$ cat config.mk
export PLATFORM = sky130hd
export DESIGN_NAME = pwm_fade_multi
export DESIGN_NICKNAME = d
export VERILOG_FILES = /design/src/rtl/pwm_fade_multi.sv
export SDC_FILE = /design/constraint.sdc
export NUM_CORES = 1
export LEC_CHECK = 0
export ABC_AREA = 1
export ABC_CLOCK_PERIOD_IN_PS = 3450
export BUFFER_PORTS_ARGS = -buffer_cell sky130_fd_sc_hd__buf_4
export CAP_MARGIN = 0
export CORE_ASPECT_RATIO = 0.9
export CORE_MARGIN = 5
export CORE_UTILIZATION = 45
export CTS_CLUSTER_DIAMETER = 50
export DETAILED_ROUTE_END_ITERATION = 10
export GPL_ROUTABILITY_DRIVEN = 0
export SLEW_MARGIN = 20
export SYNTH_ARGS = -nofsm -noshare
export SYNTH_HDL_FRONTEND = slang
export SYNTH_SLANG_ARGS = --single-unit
export TNS_END_PERCENT = 5
$ cat constraint.sdc
create_clock -name clk -period 3.45 [get_ports clk]
set_input_delay 0.1725 -clock clk [delete_from_list [all_inputs] [get_ports clk]]
set_output_delay 0.1725 -clock clk [all_outputs]
set_load 0.005 [all_outputs]
$ cat src/rtl/pwm_fade_multi.sv
// Multi-channel PWM fader: each trigger restarts a channel at full brightness, holds, then fades linearly to off.
// Define PWM_FADE_GAMMA_EN to square the level (gamma 2.0) before PWM comparison.
module pwm_fade_multi #(
    parameter int CHANNELS    = 4,
    parameter int LEVEL_BITS  = 8,
    parameter int FADE_BITS   = 24,
    parameter int HOLD_CYCLES = 0
) (
    input  logic                clk,
    input  logic                rst_n,
    input  logic [CHANNELS-1:0] trigger,
    output logic [CHANNELS-1:0] drive,
    output logic [CHANNELS-1:0] active
);

    localparam int HOLD_W = (HOLD_CYCLES > 1) ? $clog2(HOLD_CYCLES) : 1;
    localparam logic [HOLD_W-1:0] HOLD_LOAD = (HOLD_CYCLES > 0) ? HOLD_W'(HOLD_CYCLES - 1) : '0;

    typedef enum logic [1:0] {
        IDLE = 2'd0,
        HOLD = 2'd1,
        FADE = 2'd2
    } state_t;

    logic [LEVEL_BITS-1:0] pwm_cnt;
    state_t                state_q [CHANNELS];
    state_t                state_d [CHANNELS];
    logic [FADE_BITS-1:0]  fade_q  [CHANNELS];
    logic [FADE_BITS-1:0]  fade_d  [CHANNELS];
    logic [HOLD_W-1:0]     hold_q  [CHANNELS];
    logic [HOLD_W-1:0]     hold_d  [CHANNELS];
    logic [CHANNELS-1:0]   drive_d;
    logic [CHANNELS-1:0]   active_d;

    always_ff @(posedge clk or negedge rst_n) begin
        if (!rst_n) begin
            pwm_cnt <= '0;
            drive   <= '0;
            active  <= '0;
            for (int i = 0; i < CHANNELS; i++) begin
                state_q[i] <= IDLE;
                fade_q[i]  <= '0;
                hold_q[i]  <= '0;
            end
        end else begin
            pwm_cnt <= pwm_cnt + 1'b1;
            drive   <= drive_d;
            active  <= active_d;
            for (int i = 0; i < CHANNELS; i++) begin
                state_q[i] <= state_d[i];
                fade_q[i]  <= fade_d[i];
                hold_q[i]  <= hold_d[i];
            end
        end
    end

    // A trigger overrides whatever the channel was doing, including an ongoing hold.
    always_comb begin
        for (int i = 0; i < CHANNELS; i++) begin
            state_d[i] = state_q[i];
            fade_d[i]  = fade_q[i];
            hold_d[i]  = hold_q[i];
            if (trigger[i]) begin
                fade_d[i]  = '1;
                hold_d[i]  = HOLD_LOAD;
                state_d[i] = (HOLD_CYCLES > 0) ? HOLD : FADE;
            end else begin
                case (state_q[i])
                    IDLE: fade_d[i] = '0;
                    HOLD: begin
                        fade_d[i] = '1;
                        if (hold_q[i] == '0) begin
                            state_d[i] = FADE;
                        end else begin
                            hold_d[i] = hold_q[i] - 1'b1;
                        end
                    end
                    FADE: begin
                        fade_d[i] = fade_q[i] - 1'b1;
                        if (fade_q[i] <= FADE_BITS'(1)) begin
                            state_d[i] = IDLE;
                            fade_d[i]  = '0;
                        end
                    end
                    default: begin
                        state_d[i] = IDLE;
                        fade_d[i]  = '0;
                        hold_d[i]  = '0;
                    end
                endcase
            end
        end
    end

    // Outputs are computed from current state and registered, so they lag the counters by one cycle.
    always_comb begin
        logic [LEVEL_BITS-1:0]   level;
        logic [LEVEL_BITS-1:0]   eff_level;
`ifdef PWM_FADE_GAMMA_EN
        logic [2*LEVEL_BITS-1:0] level_sq;
`endif
        drive_d  = '0;
        active_d = '0;
        for (int i = 0; i < CHANNELS; i++) begin
            level = fade_q[i][FADE_BITS-1 -: LEVEL_BITS];
`ifdef PWM_FADE_GAMMA_EN
            level_sq  = level * level;
            eff_level = level_sq[2*LEVEL_BITS-1 -: LEVEL_BITS];
`else
            eff_level = level;
`endif
            drive_d[i]  = (&level) ? 1'b1 : (pwm_cnt < eff_level);
            active_d[i] = (state_q[i] != IDLE);
        end
    end

endmodule

==> impl_metrics.env, run 1 <==
export IMPL_fp_dieW_um=144
export IMPL_hp_class="input port to flop"
export IMPL_overflow=0
export IMPL_status="finished, final reports clean"
export IMPL_ant_nets=0
export IMPL_synth_seq_cells=116
export IMPL_ys_seq_area_share_pct=39.8
export IMPL_area_growth_pct=11.8
export IMPL_port_buffers=13
export IMPL_viasPerCell=4.98
export IMPL_dr_pass1_iters=5
export IMPL_rows=44
export IMPL_syn_area_um2=7290
export IMPL_finish_utilization_pct=50.8
export IMPL_holdPathEnd="fade_q[40]"
export IMPL_p_per_area_nw_per_um2=387
export IMPL_final_setup_worst_slack_ns=1.51
export IMPL_finalNetCount=1052
export IMPL_hp_start="trigger[2]"
export IMPL_r2r_slack_ns=1.51
export IMPL_worst_ir_drop_vdd_v=0.000322
export IMPL_reg2reg_depth=9
export IMPL_hold_viol_final=0
export IMPL_dieHeight_um=131
export IMPL_track_usage_pct=18.7
export IMPL_drcViolationCount=0
export IMPL_antenna_found_initial=0
export IMPL_dieArea_um2=18800
export IMPL_final_max_slew_viol_count=0
export IMPL_diodes=0
export IMPL_synth_cell_types=25
export IMPL_dp_hpwl_um=11600
export IMPL_fin_crit_sh_pct=56.3
export IMPL_path_max_fanout=18
export IMPL_finalCriticalPeriod_ns=1.94
export IMPL_yosysWarnings=0
export IMPL_fmax_mhz=515
export IMPL_avgSynthCellArea_um2=7.38
export IMPL_grt_pass1_wl_um=28200
export IMPL_crit_type="flop to flop"
export IMPL_cts_buffers=17
export IMPL_cp_end_kind="flop"
export IMPL_synth_nets=1031
export IMPL_grt_pass1_vias=5816
export IMPL_max_slew_margin_pct=45.9
export IMPL_finClkSkew_ns=0.00931
export IMPL_clk_pin_slew_worst_paths_ns=0.05
export IMPL_cp_arrival_ns=2.19
export IMPL_tns_ns=0
export IMPL_cts_root_buf="clkbuf_16"
export IMPL_design_core_area_um2=16000
export IMPL_cp_start_kind="flop"
export IMPL_rsz0062_at_grt="no"
export IMPL_clk_path_buf_depth=2
export IMPL_pin_count=14
export IMPL_totalWireLength_um=16200
export IMPL_drt_wirelength_per_cell_um=13.2
export IMPL_r2r_start="fade_q[0]"
export IMPL_p_leak_nw=3.61
export IMPL_crit_required_ns=3.70
export IMPL_grt_max_degree=62
export IMPL_rr_endpoint="fade_q[4]"
export IMPL_clock_sinks=116
export IMPL_fillers=1644
export IMPL_tritoncts="yes"
export IMPL_worstMarginPinSlew_ns=0.810
export IMPL_drt_iter0_markers=335
export IMPL_hold_path_cell_count=3
export IMPL_drive_gt1_share_pct=9.70
export IMPL_synth_cells=988
export IMPL_htreeDepth=4
export IMPL_finalSetupViolations=0
export IMPL_post_cts_buffers=0
export IMPL_insertion_delay_ns=0.42
export IMPL_vias=6110
export IMPL_place_ws_ns=1.49
export IMPL_maxCapViolations=0
export IMPL_start_util_pct=45.5
cells in the mapped netlist, drive strengths merged:
library cell	number	share of area, %
inv	117	6.0
xor2	19	2.3
dfrtp	116	40
a211oi	4	0.41
buf	5	0.77
xnor2	23	2.8
and3	1	0.086
or2	1	0.086
nor2	175	11
nand2	267	14
ha	37	6.4
nand4	31	2.7
nor4	2	0.17
nand3	90	6.2
nor3	1	0.069
o21ai	83	6.6
a21oi	8	0.55
clkbuf	8	0.41
power by group:
group	leakage (nW)	internal [mW]	switching, mW
clock network	0.277	1.08	0.602
registers	1.06	1.37	0.00995
logic	2.28	0.0245	0.0669
total	3.61	2.48	0.679
worst max path at each step:
stage | startpoint | end | slack (ns) | depth (start not counted)
finish | fade_q[0] | fade_q[4] | 1.51 | 9
global route | fade_q[0] | fade_q[1] | 1.22 | 9
CTS | fade_q[0] | fade_q[6] | 1.49 | 9
detailed placement | fade_q[0] | fade_q[2] | 1.49 | 9
global placement | fade_q[24] | fade_q[24] | 1.60 | 9
floorplan | fade_q[0] | fade_q[10] | 1.83 | 10
layout by cell type, fill, tap and decap left out:
cell,count
o21ai_4,3
xnor2_1,23
nor2_2,29
inv_1,113
nor4_1,2
o21ai_2,8
clkbuf_16,17
nand2_2,8
clkbuf_8,5
dlygate4sd3_1,1
inv_2,4
o21ai_0,29
and3_1,1
nand4_1,31
dfrtp_1,116
nor2_4,7
clkbuf_1,5
nor2_1,139
o21ai_1,43
nand2_1,259
nand3_1,90
buf_12,1
buf_4,13
clkinv_2,3
ha_1,37
xor2_1,19
bufinv_16,1
a211oi_1,4
nor3_1,1
or2_0,1
a21oi_1,8
timing repair:
item / in CTS / in global routing
setup endpoints to repair: 0 / 0
endpoints found under the hold margin: 55 / 0
hold buffers: 1 / 0
gates resized for setup: 0 / 0
metrics by stage:
step	total power, mW	instances	hold WS, ns	instance area, um^2
after floorplan	1.45	988	-0.123	7290
after global placement	1.50	1196	0.278	7580
after detailed placement	1.50	1196	0.289	7580
after CTS	3.20	1228	0.307	8150
after global routing	3.28	1228	0.376	8150
final	3.15	1228	0.319	8150
sequential cells by signal (all words and copies together) (netlist names):
| signal | count |
|---|---|
| pwm_cnt | 8 |
| drive | 4 |
| fade_q | 96 |
| active | 4 |
| state_q | 4 |
final cells by class:
cell class	count	area, um^2	area share, %
tap	207	259	3.18
sequential	116	2900	35.6
inverter	117	439	5.39
clock inverter	4	45.0	0.553
multi-input combinational	742	3860	47.4
timing repair buffer	15	128	1.57
clock buffer	27	513	6.30
per-layer routing:
layer,vias to the layer above,GRT usage (%),routed length (um)
li1,3217,-,-
met1,2798,27.2,8390
met2,82,28.1,7090
met3,13,4.62,515
met4,0,4.50,162
met5,-,0,0
worst max-delay path, stage by stage, from the launching register on:
cell     delay (ns)
dfrtp_1        0.41
inv_1          0.17
ha_1           0.25
inv_1          0.05
nand2_1        0.06
nand2_1        0.04
nor2_1         0.08
nand2_1        0.10
o21ai_4        0.44
o21ai_0        0.16
cells by family (layout without fill, tap and decap cells):
logic type	Yosys count	count (layout)	synth area share [%]
flops	116	116	39.8
fa+ha+maj	37	37	6.35
simple gates	568	568	34.0
xor+xnor	42	42	5.05
compound gates	95	95	7.54
buf+inv	130	163	7.21
(Power assumes the default switching activity.)
==> run 2, diff against run 1 <==
--- a/config.mk
+++ b/config.mk
@@ -5,8 +5,8 @@
 export SDC_FILE = /design/constraint.sdc
 export NUM_CORES = 1
 export LEC_CHECK = 0
-export ABC_AREA = 1
-export ABC_CLOCK_PERIOD_IN_PS = 3450
+export ABC_AREA = 0
+export ABC_CLOCK_PERIOD_IN_PS = 2000
 export BUFFER_PORTS_ARGS = -buffer_cell sky130_fd_sc_hd__buf_4
 export CAP_MARGIN = 0
 export CORE_ASPECT_RATIO = 0.9
==> constraint.sdc (replaced) <==
create_clock -name clk -period 2 [get_ports clk]
set_input_delay 0.1 -clock clk [delete_from_list [all_inputs] [get_ports clk]]
set_output_delay 0.1 -clock clk [all_outputs]
set_load 0.005 [all_outputs]
==> run 2 against run 1 <==
The flow now finishes with violations (setup timing). Worst hold slack worse by 0.25 ns. Combinational power up 120%. Count of clock-buffer cells in the layout down 5. Highest routed layer unchanged.
==> impl_metrics.env, run 2 <==
export IMPL_status="complete, but fails checks"
export IMPL_violations="setup timing"
export IMPL_hold_viol_final=0
export IMPL_synth_top_area_share_pct=45.6
export IMPL_drcViolationCount=0
export IMPL_port_buffers=13
export IMPL_finClkSkew_ns=0.00709
export IMPL_hp_class="input port to flop"
export IMPL_synthAdderAreaFrac_pct=7.28
export IMPL_syn_area_um2=6360
export IMPL_finish_utilization_pct=58.1
export IMPL_yosys_area_share_simple_pct=16.1
export IMPL_hp_start="trigger[2]"
export IMPL_start_util_pct=45.6
export IMPL_muxShareOfSynthArea_pct=0
export IMPL_clock_sinks=116
export IMPL_cp_cell_sequence="or4_4 -> or4_4 -> or4_4 -> xor2_1 -> o21ai_1"
export IMPL_tritoncts="yes"
export IMPL_synth_compound_area_share_pct=16.7
export IMPL_layout_commonest_cell="dfrtp_1"
export IMPL_track_usage_pct=17.5
export IMPL_cts_buffers=17
export IMPL_diodes=0
export IMPL_synth_edff_count=0
export IMPL_grt_pass1_wl_um=23500
export IMPL_vias=4943
export IMPL_fmax_mhz=461
export IMPL_fin_crit_sh_pct=108
export IMPL_htreeDepth=4
export IMPL_design_core_area_um2=14000
export IMPL_max_slew_margin_pct=65.3
export IMPL_cp_top_family="simple AND/OR/NAND/NOR gates"
export IMPL_timing_hold_ws_ns=0.0719
export IMPL_fillers=1180
export IMPL_p_per_area_nw_per_um2=703
export IMPL_place_ws_ns=-0.198
export IMPL_viasPerCell=5.26
export IMPL_r2r_start="fade_q[56]"
export IMPL_critPathMaxStageDelay_ns=0.54
export IMPL_switchingPower_mw=1.17
export IMPL_timing_critical_path_buf_inv=0
export IMPL_ant_nets=0
export IMPL_rsz0062_at_grt="yes"
export IMPL_synth_async_reset_ratio_pct=100
export IMPL_cp_end_kind="flop"
export IMPL_synth_area_leaders="dfrtp_1, ha_1, xnor2_1"
export IMPL_finalCriticalPeriod_ns=2.17
export IMPL_crit_type="flop to flop"
export IMPL_finalNetCount=777
export IMPL_ys_seq_area_share_pct=45.6
export IMPL_cp_arrival_ns=2.45
export IMPL_synth_cell_types=52
export IMPL_pin_count=14
export IMPL_grt_max_degree=46
export IMPL_worstMarginPinSlew_ns=0.520
export IMPL_synth_cells=627
export IMPL_synth_xor_area_share_pct=10.1
export IMPL_netSwitchingFraction_pct=20.6
export IMPL_cp_start_kind="flop"
export IMPL_met1_length_um=6550
export IMPL_path_max_fanout=2
export IMPL_area_growth_pct=27.5
export IMPL_largest_reg_flops=96
export IMPL_dr_pass1_iters=4
export IMPL_synth_flop_cell="dfrtp_1"
export IMPL_synth_top_family_by_area="compound AO/OA/AOI/OAI gates"
export IMPL_yosysMostFrequentCell="dfrtp_1"
export IMPL_cts_root_buf="clkbuf_16"
export IMPL_insertion_delay_ns=0.41
export IMPL_grt_pass1_vias=5077
export IMPL_p_clk_share_pct=54.5
export IMPL_final_setup_worst_slack_ns=-0.167
export IMPL_wl_met2_um=6380
export IMPL_clk_path_buf_depth=2
export IMPL_yosysWarnings=0
export IMPL_seqPwrFrac_pct=41.9
export IMPL_intPower_mw=4.53
export IMPL_antenna_found_initial=0
export IMPL_dieArea_um2=16600
export IMPL_final_max_slew_viol_count=0
export IMPL_fp_dieW_um=135
export IMPL_crit_required_ns=2.29
export IMPL_route_met3_wl_um=303
export IMPL_yosysTopAreaCell="dfrtp_1"
export IMPL_p_leak_nw=3.64
export IMPL_synth_seq_cells=116
export IMPL_worst_ir_drop_vdd_v=0.000568
export IMPL_reg_largest_list="fade_q (96), pwm_cnt (8)"
export IMPL_critPathLaunch="fade_q[56]"
export IMPL_power_frac_comb_pct=3.6
export IMPL_rows=41
export IMPL_regMostFlops="fade_q"
export IMPL_avgSynthCellArea_um2=10.1
export IMPL_finalSetupViolations=52
export IMPL_layout_common_cells="dfrtp_1, buf_4, xnor2_1"
export IMPL_drive_gt1_share_pct=23.8
export IMPL_crit_top_cell="or4_4"
export IMPL_overflow=0
export IMPL_crit_slowest_cell="or4_4"
export IMPL_drt_wirelength_per_cell_um=14.2
export IMPL_totalWireLength_um=13400
export IMPL_synth_common_cells="dfrtp_1, o21ai_0, xnor2_1"
export IMPL_top_layer_used="met4"
export IMPL_drt_iter0_markers=219
export IMPL_clk_pin_slew_worst_paths_ns=0.05
export IMPL_dieHeight_um=123
export IMPL_synth_nets=670
export IMPL_tns_ns=-4.82
export IMPL_dp_hpwl_um=9330
export IMPL_maxCapViolations=0
[run 2: cell types whose count changed in the layout (fill, tap and decap cells not counted), moves of 28 or more]
cell	change
nand2_1	-241
o21bai_1	+42
nand3_1	-78
inv_1	-70
buf_4	+88
nor2_1	-100
nor2_2	-28
[run 2: path summary, 6_finish.rpt]
path	end	slack, ns	depth (start not counted)
max	fade_q[63]	-0.17	5
min	fade_q[47]	0.07	2
max reg2reg	fade_q[63]	-0.17	5
min reg2reg	active[1]	0.40	0
max in group asynchronous	fade_q[72]	1.17	3
min in group asynchronous	fade_q[60]	0.22	2
[run 2: final cells by class]
type / count / area, um^2 / area share [%]
Multi-Input combinational cell: 447 / 3340 / 41.2
Clock buffer: 22 / 484 / 5.97
Timing Repair Buffer: 108 / 852 / 10.5
Clock inverter: 10 / 128 / 1.57
Tap cell: 193 / 241 / 2.98
Sequential cell: 116 / 2900 / 35.8
Inverter: 44 / 165 / 2.04
[run 2: power by group through the flow]
stage / combinational, mW / clock [mW] / sequential (mW)
3_3_place_gp: 0.198 / 0 / 2.43
2_1_floorplan: 0.0807 / 0 / 2.43
4_1_cts: 0.208 / 3.18 / 2.39
3_5_place_dp: 0.202 / 0 / 2.43
6_report: 0.205 / 3.11 / 2.39
5_1_grt: 0.232 / 3.30 / 2.39
[run 2: per-stage QoR]
step | total power [mW] | instances | area [um^2]
3_5_place_dp | 2.63 | 905 | 7330
2_1_floorplan | 2.51 | 627 | 6370
5_1_grt | 5.93 | 940 | 8110
4_1_cts | 5.78 | 939 | 8010
3_3_place_gp | 2.62 | 905 | 7330
6_report | 5.70 | 940 | 8110
[run 2: kinds of logic after synthesis]
| family | Yosys count |
|---|---|
| AND/OR/NAND/NOR | 181 |
| flip-flops | 116 |
| XOR/XNOR | 73 |
| adder cells (fa/ha/maj) | 37 |
| buffers and inverters | 64 |
| AO/OA/AOI/OAI | 156 |
[run 2: metal layers]
layer  vias up  GRT usage [%]
met5         -              0
met4         0           5.79
met3        12           4.39
met2        40           29.1
met1      2426           22.6
li1       2465              -
[run 2: timing repair]
item | CTS | global route
pin swaps | 23 | 15
gates cloned | 0 | 0
resized for setup | 29 | 21
endpoints found under the hold margin | 38 | 0
buffers inserted | 0 | 1
hold buffers | 2 | 0
endpoints found under the setup margin | 62 | 100
